## src/rtl/trdb_pkg.sv

```systemverilog
// Shared types and constants for the trace session controller.
package trdb_pkg;
  localparam int CTRL_CNT_W = 32;

  typedef enum logic [2:0] {
    IDLE, ARMED, START, TRACING, STOP, DRAIN
  } ctrl_state_e;

  typedef enum logic [1:0] {
    CAUSE_NONE, CAUSE_USER, CAUSE_EVENT, CAUSE_COUNT
  } stop_cause_e;
endpackage

```

## src/rtl/trdb_trace_ctrl_if.sv

```systemverilog
// Start/stop packet request handshakes between the session controller and the packet emitter.
interface trdb_trace_ctrl_if;
  // valid rises only from the requester and stays high until the cycle ready is seen high;
  // a transfer happens in every cycle where both are high (including the first valid cycle).
  logic start_pkt_valid;
  logic start_pkt_ready;
  logic stop_pkt_valid;
  logic stop_pkt_ready;

  modport master (
    output start_pkt_valid, stop_pkt_valid,
    input  start_pkt_ready, stop_pkt_ready
  );

  modport slave (
    input  start_pkt_valid, stop_pkt_valid,
    output start_pkt_ready, stop_pkt_ready
  );
endinterface

```

## src/rtl/trdb_sat_counter.sv

```systemverilog
// Up-counter with synchronous clear that sticks at all-ones instead of wrapping.
module trdb_sat_counter #(
  parameter int W = 8
) (
  input  logic         clk_i,
  input  logic         rst_i,
  input  logic         clr_i,
  input  logic         inc_i,
  output logic [W-1:0] cnt_o
);
  logic [W-1:0] cnt_q, cnt_d;

  always_comb begin
    cnt_d = cnt_q;
    if (clr_i) begin
      cnt_d = '0;
    end else if (inc_i && (cnt_q != '1)) begin
      cnt_d = cnt_q + W'(1);
    end
  end

  always_ff @(posedge clk_i) begin
    if (rst_i) cnt_q <= '0;
    else       cnt_q <= cnt_d;
  end

  assign cnt_o = cnt_q;
endmodule

```

## src/rtl/trdb_trace_ctrl.sv

```systemverilog
// Trace session sequencer: arm, start packet, trace, stop packet, drain.
// Every output is a flop or a pure decode of the state register.
module trdb_trace_ctrl
  import trdb_pkg::*;
#(
  parameter int CNT_W    = CTRL_CNT_W,
  parameter int DRAIN_TO = 64
) (
  input  logic              clk_i,
  input  logic              rst_i,
  input  logic              trace_enable_i,
  input  logic              arm_on_range_i,
  input  logic              ivalid_i,
  input  logic              range_match_i,
  input  logic              req_deactivate_i,
  input  logic [CNT_W-1:0]  stop_count_i,
  input  logic              fifo_empty_i,
  trdb_trace_ctrl_if.master pkt_if,
  output logic              trace_activated_o,
  output logic              busy_o,
  output logic [CNT_W-1:0]  instr_count_o,
  output logic [1:0]        stop_cause_o,
  output logic              drain_timeout_o,
  output ctrl_state_e       dbg_state_o
);
  localparam int               TMR_W    = $clog2(DRAIN_TO) + 1;
  localparam logic [TMR_W-1:0] TMR_LAST = TMR_W'(DRAIN_TO - 1);

  ctrl_state_e      state_q, state_d;
  stop_cause_e      cause_q, cause_d;
  logic [CNT_W-1:0] lim_q, lim_d;
  logic             done_q, done_d;
  logic             dto_q, dto_d;
  logic             cnt_clr, cnt_inc, tmr_clr, tmr_inc;
  logic [CNT_W-1:0] cnt_q;
  logic [TMR_W-1:0] tmr_q;

  trdb_sat_counter #(.W(CNT_W)) u_instr_cnt (
    .clk_i(clk_i), .rst_i(rst_i), .clr_i(cnt_clr), .inc_i(cnt_inc), .cnt_o(cnt_q)
  );

  trdb_sat_counter #(.W(TMR_W)) u_drain_tmr (
    .clk_i(clk_i), .rst_i(rst_i), .clr_i(tmr_clr), .inc_i(tmr_inc), .cnt_o(tmr_q)
  );

  always_comb begin
    state_d = state_q;
    cause_d = cause_q;
    lim_d   = lim_q;
    done_d  = done_q;
    dto_d   = dto_q;
    cnt_clr = 1'b0;
    cnt_inc = 1'b0;
    tmr_clr = 1'b1;
    tmr_inc = 1'b0;
    case (state_q)
      IDLE: begin
        if (trace_enable_i && !done_q) state_d = arm_on_range_i ? ARMED : START;
      end
      ARMED: begin
        if (!trace_enable_i)                state_d = IDLE;
        else if (ivalid_i && range_match_i) state_d = START;
      end
      START: begin
        // The start request is never withdrawn; a dropped enable only redirects to STOP.
        if (pkt_if.start_pkt_ready) begin
          lim_d   = stop_count_i;
          cnt_clr = 1'b1;
          if (!trace_enable_i) begin
            state_d = STOP;
            cause_d = CAUSE_USER;
          end else begin
            state_d = TRACING;
            cause_d = CAUSE_NONE;
          end
        end
      end
      TRACING: begin
        cnt_inc = ivalid_i;
        if (!trace_enable_i) begin
          state_d = STOP;
          cause_d = CAUSE_USER;
        end else if (ivalid_i && req_deactivate_i) begin
          state_d = STOP;
          cause_d = CAUSE_EVENT;
        end else if (ivalid_i && (lim_q != '0) && ((cnt_q + CNT_W'(1)) == lim_q)) begin
          state_d = STOP;
          cause_d = CAUSE_COUNT;
        end
      end
      STOP: begin
        if (cause_q == CAUSE_EVENT || cause_q == CAUSE_COUNT) done_d = 1'b1;
        if (pkt_if.stop_pkt_ready) state_d = DRAIN;
      end
      DRAIN: begin
        tmr_clr = 1'b0;
        tmr_inc = 1'b1;
        if (fifo_empty_i) begin
          state_d = IDLE;
          dto_d   = 1'b0;
        end else if (tmr_q == TMR_LAST) begin
          state_d = IDLE;
          dto_d   = 1'b1;
        end
      end
      default: state_d = IDLE;
    endcase
    // An automatic stop must not retrigger until the user toggles the enable.
    if (!trace_enable_i) done_d = 1'b0;
  end

  always_ff @(posedge clk_i) begin
    if (rst_i) begin
      state_q <= IDLE;
      cause_q <= CAUSE_NONE;
      lim_q   <= '0;
      done_q  <= 1'b0;
      dto_q   <= 1'b0;
    end else begin
      state_q <= state_d;
      cause_q <= cause_d;
      lim_q   <= lim_d;
      done_q  <= done_d;
      dto_q   <= dto_d;
    end
  end

  assign pkt_if.start_pkt_valid = (state_q == START);
  assign pkt_if.stop_pkt_valid  = (state_q == STOP);
  assign trace_activated_o      = (state_q == TRACING);
  assign busy_o                 = (state_q != IDLE);
  assign instr_count_o          = cnt_q;
  assign stop_cause_o           = cause_q;
  assign drain_timeout_o        = dto_q;
  assign dbg_state_o            = state_q;
endmodule

```

## src/flat_wrapper.sv

```systemverilog
// flat-port wrapper written by rule: the top's interface ports become plain ports
module trdb_trace_ctrl_flat import trdb_pkg::*;
#(
  parameter int CNT_W    = CTRL_CNT_W,
  parameter int DRAIN_TO = 64
)
  (clk_i, rst_i, trace_enable_i, arm_on_range_i, ivalid_i, range_match_i, req_deactivate_i, stop_count_i, fifo_empty_i, trace_activated_o, busy_o, instr_count_o, stop_cause_o, drain_timeout_o, dbg_state_o, pkt_if_start_pkt_valid, pkt_if_stop_pkt_valid, pkt_if_start_pkt_ready, pkt_if_stop_pkt_ready);
  trdb_trace_ctrl_if pkt_if_i ();
  input  logic clk_i;
  input  logic rst_i;
  input  logic trace_enable_i;
  input  logic arm_on_range_i;
  input  logic ivalid_i;
  input  logic range_match_i;
  input  logic req_deactivate_i;
  input  logic [CNT_W-1:0] stop_count_i;
  input  logic fifo_empty_i;
  output logic trace_activated_o;
  output logic busy_o;
  output logic [CNT_W-1:0] instr_count_o;
  output logic [1:0] stop_cause_o;
  output logic drain_timeout_o;
  output ctrl_state_e dbg_state_o;
  output wire logic [$bits(pkt_if_i.start_pkt_valid)-1:0] pkt_if_start_pkt_valid;
  output wire logic [$bits(pkt_if_i.stop_pkt_valid)-1:0] pkt_if_stop_pkt_valid;
  input wire logic [$bits(pkt_if_i.start_pkt_ready)-1:0] pkt_if_start_pkt_ready;
  input wire logic [$bits(pkt_if_i.stop_pkt_ready)-1:0] pkt_if_stop_pkt_ready;
  assign pkt_if_start_pkt_valid = pkt_if_i.start_pkt_valid;
  assign pkt_if_stop_pkt_valid = pkt_if_i.stop_pkt_valid;
  assign pkt_if_i.start_pkt_ready = pkt_if_start_pkt_ready;
  assign pkt_if_i.stop_pkt_ready = pkt_if_stop_pkt_ready;
  trdb_trace_ctrl #(.CNT_W(CNT_W), .DRAIN_TO(DRAIN_TO)) u_core (.clk_i(clk_i), .rst_i(rst_i), .trace_enable_i(trace_enable_i), .arm_on_range_i(arm_on_range_i), .ivalid_i(ivalid_i), .range_match_i(range_match_i), .req_deactivate_i(req_deactivate_i), .stop_count_i(stop_count_i), .fifo_empty_i(fifo_empty_i), .pkt_if(pkt_if_i), .trace_activated_o(trace_activated_o), .busy_o(busy_o), .instr_count_o(instr_count_o), .stop_cause_o(stop_cause_o), .drain_timeout_o(drain_timeout_o), .dbg_state_o(dbg_state_o));
endmodule
```

## config.mk

```make
export PLATFORM = sky130hd
export DESIGN_NAME = trdb_trace_ctrl_flat
export DESIGN_NICKNAME = d
export VERILOG_FILES = /design/src/rtl/trdb_pkg.sv /design/src/rtl/trdb_trace_ctrl_if.sv /design/src/rtl/trdb_sat_counter.sv /design/src/rtl/trdb_trace_ctrl.sv /design/src/flat_wrapper.sv
export SDC_FILE = /design/constraint.sdc
export NUM_CORES = 1
export LEC_CHECK = 0
export CELL_PAD_IN_SITES_DETAIL_PLACEMENT = 1
export CELL_PAD_IN_SITES_GLOBAL_PLACEMENT = 2
export CORE_MARGIN = 2
export CORE_UTILIZATION = 27
export CTS_BUF_LIST = sky130_fd_sc_hd__clkbuf_16
export DETAILED_ROUTE_END_ITERATION = 10
export PLACE_DENSITY = 0.83
export SYNTH_ARGS = -nofsm -noshare
export SYNTH_HDL_FRONTEND = slang
export SYNTH_SLANG_ARGS = --single-unit
```

## constraint.sdc

```tcl
create_clock -name clk_i -period 2.8 [get_ports clk_i]
set_input_delay 0.56 -clock clk_i [delete_from_list [all_inputs] [get_ports clk_i]]
set_output_delay 0.56 -clock clk_i [all_outputs]
set_load 0.01 [all_outputs]
```

==> results of run 1 <==
area by class of cell:
class / count / area (sq um) / area share
timing repair buffer: 152 / 1360 / 0.214
tap: 220 / 275 / 0.0432
clock buffer: 9 / 225 / 0.0354
inverter: 6 / 22.5 / 0.00354
multi-input combinational: 457 / 2840 / 0.447
clock inverter: 7 / 67.6 / 0.0106
sequential: 78 / 1570 / 0.247
state kept, by name, indices dropped and copies added (netlist names):
signal,cells
u_core.dbg_state_o,3
u_core.lim_q,32
u_core.drain_timeout_o,1
u_core.u_instr_cnt.cnt_o,32
u_core.stop_cause_o,2
u_core.u_drain_tmr.cnt_o,7
u_core.done_q,1
report_power, final:
group | internal (uW) | switching, uW
Sequential | 1150 | 64.3
Clock | 620 | 531
Combinational | 253 | 285
Total | 2020 | 880
placed cells by master, fill, tap and decap left out, types with 6 or more instances in the layout:
cell / netlist / routed
a21oi_1: 45 / 45
and2_1: 6 / 6
and3_1: 12 / 12
buf_4: 3 / 66
clkbuf_16: 0 / 9
clkdlybuf4s50_1: 0 / 83
dfxtp_1: 78 / 72
inv_1: 6 / 6
nand2_1: 95 / 95
nand3_1: 18 / 18
nand4_1: 22 / 22
nor2_1: 52 / 52
nor3_1: 15 / 14
nor4_1: 16 / 16
o21ai_0: 12 / 11
or3_1: 9 / 9
xnor2_1: 39 / 39
xor2_1: 32 / 32
how the worst min path moves through the flow:
stage	cells after the start	start	end	slack, ns
2_1_floorplan	2	u_core.u_drain_tmr.cnt_o[5]	u_core.u_drain_tmr.cnt_o[5]	0.46
3_3_place_gp	2	u_core.u_drain_tmr.cnt_o[5]	u_core.u_drain_tmr.cnt_o[5]	0.47
3_5_place_dp	2	u_core.stop_cause_o[0]	u_core.stop_cause_o[0]	0.48
4_1_cts	2	u_core.stop_cause_o[0]	u_core.stop_cause_o[0]	0.49
5_1_grt	2	u_core.lim_q[3]	u_core.lim_q[3]	0.52
6_report	2	u_core.lim_q[29]	u_core.lim_q[29]	0.49
metal layers:
layer  GRT usage  vias up  share of wire  wire length, um
met5           0        -              0                0
met4      0.0626        0          0.024              393
met3      0.0400       29          0.045              745
met2       0.312      126           0.47             7840
met1       0.251     2302           0.46             7570
li1            -     2290              -                -
worst register-to-register path, stage by stage, from the launching register on:
cell and delay, ns:
dfxtp_4 0.38, ha_4 0.15, nand4_1 0.17, or4_4 0.56, nor3_4 0.17, mux2i_2 0.27, nand4_1 0.18, nor4_4 0.42
nor2_2 0.06, o41ai_2 0.29
metrics by stage:
stage | instances | hold slack (ns) | setup TNS [ns]
finish | 929 | 0.493 | 0
detailed placement | 904 | 0.476 | -0.0590
CTS | 926 | 0.490 | 0
global placement | 904 | 0.470 | 0
floorplan | 581 | 0.459 | 0
global route | 929 | 0.525 | -0.278
kinds of logic (layout without fill, tap and decap cells):
| family | after synthesis | in the layout | synth area share |
|---|---|---|---|
| AND/OR/NAND/NOR | 286 | 286 | 0.324 |
| AO/OA/AOI/OAI | 92 | 92 | 0.126 |
| flip-flops | 78 | 78 | 0.346 |
| XOR/XNOR | 72 | 72 | 0.143 |
| buffers and inverters | 46 | 174 | 0.0427 |
| multiplexers | 5 | 5 | 0.0116 |
| adder cells (fa/ha/maj) | 2 | 2 | 0.00555 |
what timing repair did:
action                     4_1_cts  5_1_grt
gates resized for setup         15       10
pin swaps                        5       11
setup endpoints to repair        1        6
hold endpoints to repair         0        0
setup buffers                    6        4
gates cloned                     0        0
==> metrics, run 1 <==
Syn Nets 625; CTS clock-pin slew for the worst setup and hold paths 0.07 ns; startpoint types flop; Worst R2R Setup Slack 0.04 ns; Final Max Tran Viols 0; Longest Clk Path Bufs 2; Setup crit start u_core.u_instr_cnt.cnt_o[1]; ys async rst share 0; clock period minus worst slack 2.76 ns; synth unique cells 57; worst-path cell chain ha_4 -> nand4_1 -> or4_4 -> nor3_4 -> mux2i_2 -> nand4_1 -> nor4_4 -> nor2_2 -> o41ai_2; Worst Path Arrival 3.01 ns; relative slew slack 0.506; R2R cell count 9; #FFs+latches synth 78; Initial DRC Count 225; Yosys warning count 0; Clk Tree Root Cell clkbuf_16; CTS tree yes; Post-Route WL 16500 um; first drt pass iteration count 4; reg-to-reg startpoint u_core.u_instr_cnt.cnt_o[1]; Slowest-stage cell, CP or4_4; period utilisation layout 0.985; most common cell type on the critical path nand4_1; Initial Util 0.274; worst skew pair latency 0.35 ns; Placer Congestion 0.939; Buf/Inv on CP 0; Nets 748; die outline width 133 um; detailed-placement wirelength estimate 12800 um; cts hold-fix bufs 0; placed cell area 5900 sq um; Fmax achieved 363 MHz; CP peak stage delay 0.56 ns; layout cells sized above 1 0.171; Max Cap Viol 0; VDD IR max 0.000272 V; area leader, netlist dfxtp_1; Die Ht 133 um; CP Class reg -> reg; number of nets still failing antenna checks after routing 0; Design Area, Final 6360 sq um; RSZ-0062 raised after global routing yes; Area Growth Syn to Fin 41.1%; FP Rows 47; die footprint 17800 sq um; Final WS setup 0.0418 ns; Fin. Hold Viols 0; # setup viols final 0; wire per inst 17.8 um; H-tree Lvls 3; antenna diode count 0; initial antenna violation count 0; register area share after synthesis 0.346; aggregate global-route resource usage 0.190; Synth Flop Type dfxtp_1; P_leak 0.00222 uW; CP Depth 9; # IOs 84; PD cells 456 nW/um^2; Synth area leaders dfxtp_1, nand2_1, xnor2_1, xor2_1, a21oi_1; DR vias/cell 5.11; most numerous cell in the Yosys netlist nand2_1; Core Util, Final 0.387; core area 16500 sq um; CP endpoint kind flop; status completed; delay-heaviest family, CP simple AND/OR/NAND/NOR gates; Hold Crit Class reg -> reg; first-pass GRT wire length 26900 um; drc violations 0; Layout fillers 1994; port buffer count 83; Post-synth EDFFs 0; grt total ovfl 0; CP Data Required Time 3.05 ns; worst slack at placement -0.0571 ns; TritonCTS Buffers 9; cells after synthesis 581; CP endpoint u_core.dbg_state_o[2]; vias 4747; vias in the first global route 5020; Post-Syn Area per Cell 7.77 sq um; clk_skew 0.0103 ns; share of the synthesized area in the top cell type 0.346; most frequent cells after synthesis nand2_1, dfxtp_1, nor2_1; Max Fanout on Critical Path 4; Overall Power 2900 uW; Clock Sinks 78; pin count of the biggest net entering global routing 44; worst reg2reg endpoint u_core.dbg_state_o[2]; area of the mapped netlist 4510 sq um; Worst-Margin Slew 0.732 ns
Note: power is estimated with default switching activity, not from simulation.
==> inputs of run 2 (changes only) <==
--- a/config.mk
+++ b/config.mk
@@ -7,11 +7,12 @@
 export LEC_CHECK = 0
 export CELL_PAD_IN_SITES_DETAIL_PLACEMENT = 1
 export CELL_PAD_IN_SITES_GLOBAL_PLACEMENT = 2
-export CORE_MARGIN = 2
+export CORE_MARGIN = 8
 export CORE_UTILIZATION = 27
 export CTS_BUF_LIST = sky130_fd_sc_hd__clkbuf_16
 export DETAILED_ROUTE_END_ITERATION = 10
 export PLACE_DENSITY = 0.83
+export SLEW_MARGIN = 30
 export SYNTH_ARGS = -nofsm -noshare
 export SYNTH_HDL_FRONTEND = slang
 export SYNTH_SLANG_ARGS = --single-unit
==> run 2 against run 1 <==
Wire length rose by 1.3%. Via count fell by 0.80%. Combinational power rose by 2%. First-iteration DRC count fell by 30%. Sequential power barely moved. Global-route usage fell by 3.1 points. Register-to-register slack barely moved. Critical path type unchanged. Flip-flop and latch count did not move. Worst hold slack got worse by 0.0063 ns. Critical endpoint unchanged.
==> metrics, run 2 (synthesis results as in run 1) <==
startpoint types flop (unchanged); CP Data Required Time 3.05 ns (about the same); worst-path cell chain buf_4 -> nand4_1 -> or4_1 -> a22oi_2 -> nor4bb_4 -> o2111ai_2 -> nor4_4 -> nor2_2 -> o41ai_2 (was ha_4 -> nand4_1 -> or4_4 -> nor3_4 -> mux2i_2 -> nand4_1 -> nor4_4 -> nor2_2 -> o41ai_2); port buffer count 83 (unchanged); Core Util, Final 0.389 (was 0.387); Hold Crit Class reg -> reg (unchanged); relative slew slack 0.566 (was 0.506); worst reg2reg endpoint u_core.dbg_state_o[2] (unchanged); clock period minus worst slack 2.75 ns (was 2.76 ns); # setup viols final 0 (unchanged); Initial Util 0.274 (unchanged); most frequent cells in the layout nand2_1, clkdlybuf4s50_1, dfxtp_1, buf_4, nor2_1 (unchanged); aggregate global-route resource usage 0.159 (was 0.190); R2R cell count 9 (unchanged); Area Growth Syn to Fin 41.8% (was 41.1%); pin count of the biggest net entering global routing 44 (unchanged); Slowest-stage cell, CP or4_1 (was or4_4); sequential cell area 1560 sq um (was 1570 sq um); Layout fillers 1984 (was 1994); Final Max Tran Viols 0 (unchanged); wire per inst 18.1 um (was 17.8 um); VDD IR max 0.000261 V (was 0.000272 V); die outline width 145 um (was 133 um); CP Depth 9 (unchanged); first drt pass iteration count 6 (was 4); P_leak 0.00226 uW (was 0.00222 uW); worst skew pair latency 0.35 ns (about the same); Multi-input gate area 2920 sq um (was 2840 sq um); clk_skew 0.00555 ns (was 0.0103 ns); # IOs 84 (unchanged); Worst R2R Setup Slack 0.05 ns (was 0.04 ns); Max Cap Viol 0 (unchanged); PD cells 460 nW/um^2 (was 456 nW/um^2); Initial DRC Count 157 (was 225); vias in the first global route 5029 (was 5020); Clock Sinks 78 (unchanged); CP endpoint kind flop (unchanged); die footprint 21100 sq um (was 17800 sq um); commonest non-fill, non-tap cell in the layout nand2_1 (unchanged); CP Class reg -> reg (unchanged); Fin. Hold Viols 0 (unchanged); grt total ovfl 0 (unchanged); delay-heaviest family, CP simple AND/OR/NAND/NOR gates (unchanged); first-pass GRT wire length 27100 um (was 26900 um); layout cells sized above 1 0.170 (was 0.171); H-tree Lvls 3 (unchanged); Overall Power 2940 uW (was 2900 uW); status completed (unchanged); WHS Path Cells 2 (unchanged); hold path start u_core.stop_cause_o[0] (was u_core.lim_q[29]); detailed-placement wirelength estimate 13300 um (was 12800 um); TritonCTS Buffers 9 (unchanged); Max Fanout on Critical Path 5 (was 4); Longest Clk Path Bufs 2 (unchanged); DR vias/cell 5.10 (was 5.11); Nets 743 (was 748); number of nets still failing antenna checks after routing 0 (unchanged); reg-to-reg startpoint u_core.u_instr_cnt.cnt_o[0] (was u_core.u_instr_cnt.cnt_o[1]); antenna diode count 0 (unchanged); Worst-Margin Slew 0.643 ns (was 0.732 ns); vias 4709 (was 4747); drc violations 0 (unchanged); CTS clock-pin slew for the worst setup and hold paths 0.06 ns (was 0.07 ns); core area 16500 sq um (unchanged); period utilisation layout 0.981 (was 0.985); Post-Route WL 16800 um (was 16500 um); CTS tree yes (unchanged); Buf/Inv on CP 1 (was 0); Clk Tree Root Cell clkbuf_16 (unchanged); Die Ht 145 um (was 133 um); CP peak stage delay 0.51 ns (was 0.56 ns); Worst Path Arrival 3.00 ns (was 3.01 ns); Fmax achieved 364 MHz (was 363 MHz); FP Rows 47 (unchanged); RSZ-0062 raised after global routing yes (unchanged); initial antenna violation count 0 (unchanged); Hold Path End u_core.stop_cause_o[0] (was u_core.lim_q[29]); Placer Congestion 0.897 (was 0.939)
-- run 2: changes by cell type in the layout (fill, tap and decap cells not counted), moves of 3 or more --
| cell | delta |
|---|---|
| buf_4 | -3 |
| dfxtp_1 | +4 |
| dfxtp_2 | -3 |
| nor4_1 | -4 |
-- run 2: how the worst max path moves through the flow --
stage / startpoint / endpoint / slack, ns
6_report: u_core.u_instr_cnt.cnt_o[0] / u_core.dbg_state_o[2] / 0.05
5_1_grt: u_core.u_instr_cnt.cnt_o[0] / u_core.dbg_state_o[2] / -0.04
4_1_cts: u_core.u_instr_cnt.cnt_o[12] / u_core.dbg_state_o[2] / 0.006
3_5_place_dp: u_core.u_instr_cnt.cnt_o[0] / u_core.dbg_state_o[2] / -0.006
3_3_place_gp: ivalid_i / u_core.dbg_state_o[2] / 0.09
2_1_floorplan: u_core.u_instr_cnt.cnt_o[1] / u_core.dbg_state_o[2] / 0.009
-- run 2: where the power goes --
group	internal, uW	switching [uW]	leakage, uW
Clock	691	486	0.000136
Combinational	260	288	0.00149
Sequential	1150	65.3	0.000631
-- run 2: stage by stage --
stage	instance area [sq um]	worst slack (ns)	cells	setup TNS, ns	hold slack, ns
4_1_cts	6260	0.00552	924	0	0.495
5_1_grt	6400	-0.0441	924	-0.0859	0.513
2_1_floorplan	4520	0.00872	581	0	0.459
3_3_place_gp	5910	0.0909	905	0	0.470
3_5_place_dp	5910	-0.00558	905	-0.00558	0.484
6_report	6400	0.0523	924	0	0.487
-- run 2: tightest hold or removal path, delay by kind of cell (launching register included) --
| kind | cells | cell delay, ns |
|---|---|---|
| compound gates | 1 | 0.05 |
| flops | 1 | 0.33 |
| buf+inv | 1 | 0.06 |
-- run 2: area by class of cell --
type                       count  area share
sequential                    78       0.244
clock inverter                 7      0.0115
tap                          220      0.0430
multi-input combinational    457       0.457
inverter                       6     0.00352
timing repair buffer         147       0.206
clock buffer                   9      0.0352
-- run 2: repair_timing --
item,CTS,global route
pin swaps,3,6
buffers inserted,3,0
hold buffers,0,0
gates resized for setup,4,25
endpoints found under the setup margin,1,5
-- run 2: per-layer routing --
metal | track usage | share of wire | vias to the layer above
met4 | 0.0531 | 0.019 | 0
met5 | 0 | 0 | -
li1 | - | - | 2278
met3 | 0.0395 | 0.048 | 25
met1 | 0.193 | 0.45 | 2299
met2 | 0.269 | 0.48 | 107
==> patch: new RTL, flow settings as in run 2 <==
`DRAIN_TO` is set to 64 in 2 places; all go to 128.
--- a/src/rtl/trdb_trace_ctrl.sv
+++ b/src/rtl/trdb_trace_ctrl.sv
@@ -5,5 +5,5 @@
 #(
   parameter int CNT_W    = CTRL_CNT_W,
-  parameter int DRAIN_TO = 64
+  parameter int DRAIN_TO = 128
 ) (
   input  logic              clk_i,
--- a/src/flat_wrapper.sv
+++ b/src/flat_wrapper.sv
@@ -3,5 +3,5 @@
 #(
   parameter int CNT_W    = CTRL_CNT_W,
-  parameter int DRAIN_TO = 64
+  parameter int DRAIN_TO = 128
 )
   (clk_i, rst_i, trace_enable_i, arm_on_range_i, ivalid_i, range_match_i, req_deactivate_i, stop_count_i, fifo_empty_i, trace_activated_o, busy_o, instr_count_o, stop_cause_o, drain_timeout_o, dbg_state_o, pkt_if_start_pkt_valid, pkt_if_stop_pkt_valid, pkt_if_start_pkt_ready, pkt_if_stop_pkt_ready);
Formal check against the unedited RTL: no difference found for any inputs over 10 cycles, from zero or initial values and one cycle with rst_i high; that may be too few to reach the edited logic, so the function may still have changed.
==> patch against run 2 <==
- the run now ends with setup timing left
- via count up 6.9%
- synthesized area up 0.83%
- sequential cell count up 1
- global-route usage up 1.0 points
- combinational power up 53%
- cell count up 8.2%
- utilization up 2.8 points
- cell area up 7.6%
- setup slack worse by 0.36 ns
- wire length up 8.6%
- total power up 15%
- clock skew up 0.0058 ns
- critical endpoint is now u_core.dbg_state_o[0]
- largest cell class unchanged
==> patch: results (changes against run 2) <==
- Clock share of power: 38.5% (was 40.0%)
- Routed length on met2: 8830 µm (was 8110 µm)
- Sequential power: 1240 µW
- Placed cells: 974 (was 905)
- DP Area: 6340 µm² (was 5910 µm²)
- Gpl congestion: 0.905 (was 0.897)
- Synth cell types: 56 (was 57)
- Detail Route met3 WL: 822 µm (was 806 µm)
- HPWL Detailed: 14200 µm (was 13300 µm)
- Internal power: 2360 µW (was 2100 µW)
- Final layout net count: 819 (was 743)
- Violations in the final reports: setup timing
- CTS Buf Count: 9 (unchanged)
- CP arrival: 3.39 ns (was 3.00 ns)
- All-Layer GR Usage: 16.9% (was 15.9%)
- Layout cells sized above 1: 22.9% (was 17.0%)
- Post-route setup slack: -0.308 ns (was 0.0523 ns)
- Peak supply drop: 0.262 mV (was 0.261 mV)
- Vias in the first global route: 5311 (was 5029)
- Pin count of the biggest net entering global routing: 41 (was 44)
- Router iterations before antenna repair: 5 (was 6)
- Wire per inst: 18.2 µm (was 18.1 µm)
- DR top layer: met4 (unchanged)
- Yosys warning count: 0 (unchanged)
- Total negative slack: -1.00 ns (was 0 ns)
- Dominant synthesized flop cell: dfxtp_1 (unchanged)
- Seq/Total Area, Yosys: 34.8% (was 34.6%)
- # setup viols final: 5 (was 0)
- WL met1: 8130 µm (was 7520 µm)
- Final Skew: 0.0114 ns (was 0.00555 ns)
- Slew of the pin with the lowest slew margin: 0.767 ns (was 0.643 ns)
- Net Sw Frac: 30.1% (was 28.5%)
- First-pass GRT wire length: 28700 µm (was 27100 µm)
- Finished Layout Cells: 1000 (was 924)
- Most frequent cells after synthesis: 102 x nand2_1, 79 x dfxtp_1, 60 x nor2_1 (was 95 x nand2_1, 78 x dfxtp_1, 52 x nor2_1)
- DRT iter0 DRCs: 290 (was 157)
- Largest cells by area after synthesis: dfxtp_1 35%, nand2_1 8.4%, xor2_1 6.7% (was dfxtp_1 35%, nand2_1 7.9%, xnor2_1 7.6%)
- Max FO, Critical Path: 4 (was 5)
- Placement Setup Slack: -0.514 ns (was -0.00558 ns)
- Mean post-synth cell area: 7.53 µm² (was 7.77 µm²)
- Clock buffer depth: 2 (unchanged)
- Synthesized Nets: 648 (was 625)
- Status: complete, but fails checks (was complete, no violations)
- Leakage: 0.00258 µW (was 0.00226 µW)
- Vias per inst: 5.03 (was 5.10)
patch: final timing paths:
check	slack, ns	cells past startpoint	startpoint	endpoint
setup / recovery	-0.31	9	u_core.u_instr_cnt.cnt_o[10]	u_core.dbg_state_o[0]
hold / removal	0.49	2	u_core.lim_q[23]	u_core.lim_q[23]
setup reg to reg	-0.31	9	u_core.u_instr_cnt.cnt_o[10]	u_core.dbg_state_o[0]
hold reg to reg	0.49	2	u_core.lim_q[23]	u_core.lim_q[23]
patch: kinds of logic after synthesis:
logic type / Yosys count / share of synthesized area [%]
AOI/OAI and AO/OA: 103 / 13.8
and+or+nand+nor: 302 / 33.3
xor gates and xnor gates: 64 / 12.3
DFF: 79 / 34.8
buffers and inverters: 51 / 4.59
muxes: 2 / 0.440
adders and majority gates: 3 / 0.797
patch: worst max-delay path, stage by stage, from the launching register on:
cell	delay, ns
dfxtp_2	0.38
nand4_1	0.22
or4_4	0.61
nor4_4	0.23
nor3b_2	0.27
a211oi_2	0.07
a2111o_1	0.39
o32a_1	0.39
or3_1	0.34
a21oi_2	0.13
patch: cell type report:
cell class                      count  area, µm²
Clock inverter                      7       97.6
Timing Repair Buffer              202       1750
Multi-Input combinational cell    474       2910
Tap cell                          220        275
Inverter                            9       33.8
Clock buffer                        9        225
Fill cell                        1972       9640
Sequential cell                    79       1590
patch: repair_timing:
item / in CTS / in global routing
gates cloned: 0 / 0
gates resized for setup: 16 / 14
setup buffers: 5 / 7
hold endpoints to repair: 0 / 0
pin swaps: 6 / 6
endpoints found under the setup margin: 6 / 7
patch: routing by layer:
metal  vias to the layer above  GRT usage, %
met4                         0          6.56
li1                       2460             -
met5                         -             0
met3                        24          3.70
met1                      2454          20.4
met2                        95          28.6
